## src/rtl/code_lock_fsm.sv

```systemverilog
// -----------------------------------------------------------------------------
// code_lock_fsm
//
// Four-digit code lock. The user enters 2-bit digits one at a time, and each
// digit is compared against the matching digit of the live key input. A fully
// correct code opens the lock. A wrong code pulses bad_code and counts as a
// failure. MAX_FAILS consecutive failures put the lock into a timed lockout
// that lasts LOCKOUT_CYCLES clock cycles.
//
// Parameters
//   MAX_FAILS       consecutive wrong codes that trigger lockout (1..7)
//   LOCKOUT_CYCLES  lockout duration in clock cycles (1..255)
//
// Ports
//   clk          single clock, rising edge
//   reset        synchronous active-high reset, highest priority
//   digit_in     entered code digit
//   digit_valid  digit_in is offered this cycle
//   key          stored code; digit n = key[2n+1:2n], digit 0 entered first
//   relock       relock (OPEN) or abort a partial entry (WAIT)
//   unlocked     level, correct code accepted
//   bad_code     one-cycle pulse after a wrong 4-digit code
//   locked_out   level, lockout active
//   digit_idx    index of the next expected digit
//
// State  | meaning
// -------+---------------------------------------------------------------
// WAIT   | collecting digits, comparing each against the live key
// OPEN   | correct code accepted, unlocked held high until relock
// LOCKOUT| too many wrong codes; all input except reset is ignored
// -----------------------------------------------------------------------------
module code_lock_fsm #(
    parameter int MAX_FAILS      = 3,
    parameter int LOCKOUT_CYCLES = 16
) (
    input  logic       clk,
    input  logic       reset,
    input  logic [1:0] digit_in,
    input  logic       digit_valid,
    input  logic [7:0] key,
    input  logic       relock,
    output logic       unlocked,
    output logic       bad_code,
    output logic       locked_out,
    output logic [1:0] digit_idx
);

    // The timer counts down from LOCKOUT_CYCLES-1 to 0. It is sized to hold
    // LOCKOUT_CYCLES itself, so the load value can never wrap.
    localparam int                 TIMER_W    = $clog2(LOCKOUT_CYCLES + 1);
    localparam logic [TIMER_W-1:0] TIMER_LOAD = TIMER_W'(LOCKOUT_CYCLES - 1);
    localparam logic [2:0]         FAIL_LIMIT = 3'(MAX_FAILS);
    localparam logic [2:0]         FAIL_SAT   = 3'd7;

    typedef enum logic [1:0] {
        ST_WAIT    = 2'd0,
        ST_OPEN    = 2'd1,
        ST_LOCKOUT = 2'd2
    } state_t;

    state_t             state;
    state_t             state_nxt;
    logic [1:0]         idx_nxt;
    logic               mismatch;
    logic               mismatch_nxt;
    logic [2:0]         fail_cnt;
    logic [2:0]         fail_nxt;
    logic [2:0]         fail_inc;
    logic [TIMER_W-1:0] timer;
    logic [TIMER_W-1:0] timer_nxt;
    logic               bad_nxt;
    logic [1:0]         key_digit;
    logic               code_wrong;

    // The key digit is selected from the live key, so a key change during
    // entry only affects digits that have not been accepted yet.
    always_comb begin
        key_digit = key[1:0];
        case (digit_idx)
            2'd0:    key_digit = key[1:0];
            2'd1:    key_digit = key[3:2];
            2'd2:    key_digit = key[5:4];
            default: key_digit = key[7:6];
        endcase
    end

    // The mismatch of the final digit is folded in here because it is not
    // yet in the sticky flag when the decision is made.
    assign code_wrong = mismatch | (digit_in != key_digit);

    // The fail counter saturates instead of wrapping.
    assign fail_inc = (fail_cnt == FAIL_SAT) ? FAIL_SAT : fail_cnt + 3'd1;

    always_comb begin
        state_nxt    = state;
        idx_nxt      = digit_idx;
        mismatch_nxt = mismatch;
        fail_nxt     = fail_cnt;
        timer_nxt    = timer;
        bad_nxt      = 1'b0;

        case (state)
            ST_WAIT: begin
                if (relock) begin
                    // Abort a partial entry. The fail count is unchanged.
                    idx_nxt      = 2'd0;
                    mismatch_nxt = 1'b0;
                end else if (digit_valid) begin
                    if (digit_idx == 2'd3) begin
                        idx_nxt      = 2'd0;
                        mismatch_nxt = 1'b0;
                        if (!code_wrong) begin
                            state_nxt = ST_OPEN;
                            fail_nxt  = 3'd0;
                        end else begin
                            bad_nxt  = 1'b1;
                            fail_nxt = fail_inc;
                            if (fail_inc == FAIL_LIMIT) begin
                                state_nxt = ST_LOCKOUT;
                                timer_nxt = TIMER_LOAD;
                            end
                        end
                    end else begin
                        idx_nxt      = digit_idx + 2'd1;
                        mismatch_nxt = code_wrong;
                    end
                end
            end

            ST_OPEN: begin
                if (relock) begin
                    state_nxt = ST_WAIT;
                end
            end

            ST_LOCKOUT: begin
                if (timer == '0) begin
                    state_nxt = ST_WAIT;
                    fail_nxt  = 3'd0;
                end else begin
                    timer_nxt = timer - TIMER_W'(1);
                end
            end

            default: begin
                state_nxt    = ST_WAIT;
                idx_nxt      = 2'd0;
                mismatch_nxt = 1'b0;
                fail_nxt     = 3'd0;
                timer_nxt    = '0;
            end
        endcase
    end

    // The outputs are decoded from the next state, so each one is a flop
    // that is valid in the same cycle the state register changes.
    always_ff @(posedge clk) begin
        if (reset) begin
            state      <= ST_WAIT;
            digit_idx  <= 2'd0;
            mismatch   <= 1'b0;
            fail_cnt   <= 3'd0;
            timer      <= '0;
            unlocked   <= 1'b0;
            bad_code   <= 1'b0;
            locked_out <= 1'b0;
        end else begin
            state      <= state_nxt;
            digit_idx  <= idx_nxt;
            mismatch   <= mismatch_nxt;
            fail_cnt   <= fail_nxt;
            timer      <= timer_nxt;
            unlocked   <= (state_nxt == ST_OPEN);
            bad_code   <= bad_nxt;
            locked_out <= (state_nxt == ST_LOCKOUT);
        end
    end

endmodule
```

## config.mk

```make
export PLATFORM = sky130hd
export DESIGN_NAME = code_lock_fsm
export DESIGN_NICKNAME = d
export VERILOG_FILES = /design/src/rtl/code_lock_fsm.sv
export SDC_FILE = /design/constraint.sdc
export NUM_CORES = 1
export LEC_CHECK = 0
export BUFFER_PORTS_ARGS = -buffer_cell sky130_fd_sc_hd__buf_4
export CAP_MARGIN = 20
export CORE_AREA = 2 2 44 77
export DETAILED_ROUTE_END_ITERATION = 16
export DIE_AREA = 0 0 46 79
export PLACE_DENSITY_LB_ADDON = 0.1
export SYNTH_ARGS = -nofsm -noshare
export SYNTH_HDL_FRONTEND = slang
export SYNTH_SLANG_ARGS = --single-unit
```

## constraint.sdc

```tcl
create_clock -name clk -period 3 [get_ports clk]
set_input_delay 0.15 -clock clk [delete_from_list [all_inputs] [get_ports clk]]
set_output_delay 0.15 -clock clk [all_outputs]
set_load 0.02 [all_outputs]
```

-- After elaboration in Yosys (flattened, before gate mapping)
Cells that the tools add are included.
- $add $sub $neg: 3
- muxes and demuxes: 32
- reductions and logical operators: 8
- bitwise gates (word level): 6
- eq/ne operators: 18
- operator list (kind ; count):
    two-way mux 5 bit ; 6
    two-way mux 2 bit ; 10
    two-way mux 3 bit ; 6
    one-hot mux 5 bit (3 select lines) ; 1
    != test 2 bit, second input constant ; 7
    one-hot mux 2 bit (3 select lines) ; 2
    one-hot mux 3 bit (3 select lines) ; 1
    == test 2 bit, second input constant ; 4
    AND reduction 7 bit ; 1
    == test 2 x 1 -> 1 bit, second input constant ; 3
    zero test 5 bit ; 1
    NOT 1 bit ; 5
    AND reduction 5 bit ; 1
    OR reduction 5 bit ; 1
    subtractor 5 x 1 -> 5 bit, second input constant ; 1
    zero test 2 bit ; 2
    two-way mux 1 bit ; 4
    one-hot mux 2 bit (2 select lines) ; 1
    adder 3 x 1 -> 3 bit, second input constant ; 1
    == test 3 x 2 -> 1 bit, second input constant ; 1
    == test 3 bit, second input constant ; 1
    != test 3 bit, second input constant ; 1
    adder 2 x 1 -> 2 bit, second input constant ; 1
    != test 2 bit ; 1
    4 further kinds ; 4
- logic and storage cells: 75
- register bits: 16
- input port bits: 14
- output and inout port bits: 5

-- Longest topological paths before layout
- depth after elaboration: 10
- gate-level depth with buffers: 8
- mapped depth without buffers: 8

-- Least setup slack after synthesis
Ideal clock, no wire load.
- kind: register to register
- start: register digit_idx[0]
- end: register timer[3]
- path buffers: 0
- stages on the path, launching flop included: 9
- path slack: 587 ps
- setup time: 116 ps
- arrival: 2298 ps
- data required time: 2884 ps
- cells stage by stage: dfxtp_1 > inv_1 > ha_1 > a222oi_1 > mux2i_1 > mux2_4 > a21bo_4 > a221o_1 > a31o_1
- longest elaborated chain between the ends: 6
- elaborated cells between the ends (all ways): 10
- RTL lines (item ; line ; RTL):
    start, declared ; 45 ; output logic [1:0] digit_idx
    start signal, assigned ; 169 ; digit_idx <= idx_nxt;
    == test 2 bit, or another cell as far along ; 79 ; case (digit_idx)
    one-hot mux 2 bit (3 select lines) ; 79 ;
    != test 2 bit ; 89 ; assign code_wrong = mismatch | (digit_in != key_digit);
    bitwise OR 1 bit ; 89 ;
    != test 2 bit (no line) ; -- ;
    AND reduction 7 bit (no line) (*) ; -- ;
    end signal, assigned ; 172 ; timer <= timer_nxt;
    end, declared ; 69 ; logic [TIMER_W-1:0] timer;
Every way passes the cells marked *; elsewhere a longest branch is shown, timed or not.
A chain may end at the register's enable or synchronous reset.

-- Worst setup path after layout
Ends and elaborated chain as after synthesis.

==> results.yml <==
timing:
  setup_violations: 0
  max_freq_mhz: 420
  fin_skew_ps: 5.09
  hold_viol_final: 0
  min_period_ps: 2380
  final_max_slew_viol_count: 0
  worst_pin_slew_ps: 483
  slew_headroom_pct: 67.4
  rsz0062_at_grt: "no"
  whs_ps: 207
  setup_tns_ps: 0
  period_share_pct: 79.4
power_and_ir_drop:
  power_leakage_nw: 0.543
  p_per_area_mw_per_mm2: 376
  peakVddDrop_uv: 237
detailed_routing:
  firstDrtPassIters: 4
  via_count: 965
  routed_wirelength_um: 2480
  drc: 0
  via_per_inst: 5.55
  ant_nets: 0
  detail_route.wl_per_cell_um: 14.3
  first_iter_violations: 32
logic_synthesis:
  synth-edff-count: 0
  netlist_instances: 127
  synthFlopType: "dfxtp_1"
  yosysSeqAreaShare_pct: 31.2
  ys_ff_latch: 16
  async_flop_share_pct: 0
  ys.warnings.count: 0
  synth_cell_types: 36
  syn_area_mm2: 0.00103
  syn_avg_cell_area_um2: 8.09
  syn-num-nets: 151
clocking:
  clock_latency_ps: 250
  cts.sinks: 16
  clk_pin_slew_ps: 70
  ctsHoldBuffers: 0
  ctsLongestPathBuffers: 2
  root_buffer: "clkbuf_8"
  cts-buffers-inserted: 3
  cts_tree: "built"
  cts_resized: 0
  htreeDepth: 1
  post-cts-setup-buffers: 0
global_route:
  grt_pass1_vias: 907
  track_usage_pct: 14.1
  grt_pass1_wl_um: 3810
  grt_max_degree: 16
  grt_antenna_before_repair: 0
  grt_overflow_total: 0
worst_setup_path:
  cp.arrival_ps: 2530
  critPathCaptureType: "flop"
  critPathKind: "reg2reg"
  cp_max_fo: 5
  crit_required_ps: 3140
  startpoint_type: "flop"
final_layout:
  area_delta_synth_final_pct: 20.6
  fin_area_mm2: 0.00124
  finalNonFillerCells: 174
  layout-drive-gt1-share_pct: 17.2
  antennaDiodeCount: 0
  nNetsFinal: 170
placement:
  place_area_mm2: 0.00118
  gp_congestion: 0.830
  port_buffers: 18
  dp_cells: 170
  hpwl_um: 1960
floorplan:
  die_x_um: 46
  core_mm2: 0.00304
  start_util_pct: 33.8
  die_h_um: 79
  ios: 19
  fp-row-count: 27
  die_area_mm2: 0.00363
status:
  status: "complete, no violations"
min_path:
  hp-class: "in2reg"
flow_run:
  cap_violations: 0
-- registers in the layout, indices dropped and copies added (netlist names) --
signal / count
timer: 5
digit_idx: 2
fail_cnt: 3
state: 2
locked_out: 1
mismatch: 1
bad_code: 1
unlocked: 1
-- cell usage after synthesis, types with 3 or more instances --
cell type,instances,share of area [%]
nor2b_1,3,1.8
dfxtp_1,16,31
clkbuf_1,4,1.5
nand2_1,15,5.5
nor3_1,7,3.4
mux2i_1,3,2.9
o21ai_0,3,1.5
ha_1,10,12
a21oi_1,12,5.8
and3_1,3,1.8
nor2_1,9,3.3
inv_1,13,4.8
-- kinds of logic after synthesis --
| logic type | synth area share [%] |
|---|---|
| xor+xnor | 0.853 |
| buf+inv | 6.21 |
| flops | 31.2 |
| mux | 4.38 |
| simple gates | 18.9 |
| fa+ha+maj | 12.2 |
| compound gates | 26.3 |
-- where the power goes --
| part | leakage, nW | switching (W) | internal, W |
|---|---|---|---|
| Combinational | 0.385 | 0.0000300 | 0.0000287 |
| Clock | 0.0288 | 0.0000732 | 0.000116 |
| Sequential | 0.129 | 0.00000238 | 0.000215 |
| Total | 0.543 | 0.000106 | 0.000360 |
-- worst paths after layout --
check | slack [ps] | cells after the start | end | from
hold reg to reg | 480 | 2 | fail_cnt[1] | fail_cnt[1]
setup reg to reg | 620 | 8 | timer[3] | digit_idx[0]
setup / recovery | 620 | 8 | timer[3] | digit_idx[0]
hold / removal | 210 | 2 | digit_idx[0] | reset
-- critical path, stage by stage (launching register included) --
cell and delay [ps]:
dfxtp_1 380, inv_1 100, ha_1 220, a222oi_1 320
mux2i_1 140, mux2_4 330, a21bo_4 240, a221o_1 340
a31o_1 210
-- routing by layer --
metal	part of all wire, %	wire (µm)	GRT usage, %	vias to the layer above
li1	-	-	-	488
met1	38	941	14.1	439
met2	53	1330	25.6	30
met4	3.5	87	7.43	0
met5	0	0	0	-
met3	5.1	126	2.50	8
-- metrics by stage --
| stage | util (%) | power (W) | worst slack [ps] |
|---|---|---|---|
| detailed placement | 38.9 | 0.000281 | 628 |
| global route | 40.7 | 0.000488 | 417 |
| floorplan | - | 0.000257 | 587 |
| finish | 40.7 | 0.000465 | 618 |
| global placement | 38.9 | 0.000281 | 679 |
| CTS | 40.7 | 0.000473 | 607 |
-- layout make-up --
type / instances / area [µm²]
inverters: 13 / 48.8
clock buffers: 4 / 55.1
repair buffers: 18 / 135
multi-input cells: 94 / 643
well taps: 29 / 36.3
flip-flops and latches: 16 / 320
fillers: 317 / 1800
-- placed cells by master, fill, tap and decap left out, types with 2 or more instances in the layout --
cell type   n
buf_4      18
dfxtp_1    16
nand2_1    15
inv_1      13
a21oi_1    12
ha_1       10
nor2_1      9
nor3_1      7
clkbuf_8    4
mux2i_1     3
nor2b_1     3
and3_1      3
o21ai_0     3
a222oi_1    2
o21bai_1    2
o21a_1      2
nand3_1     2
o41ai_1     2
No activity file was read; power rests on OpenSTA's default activity.
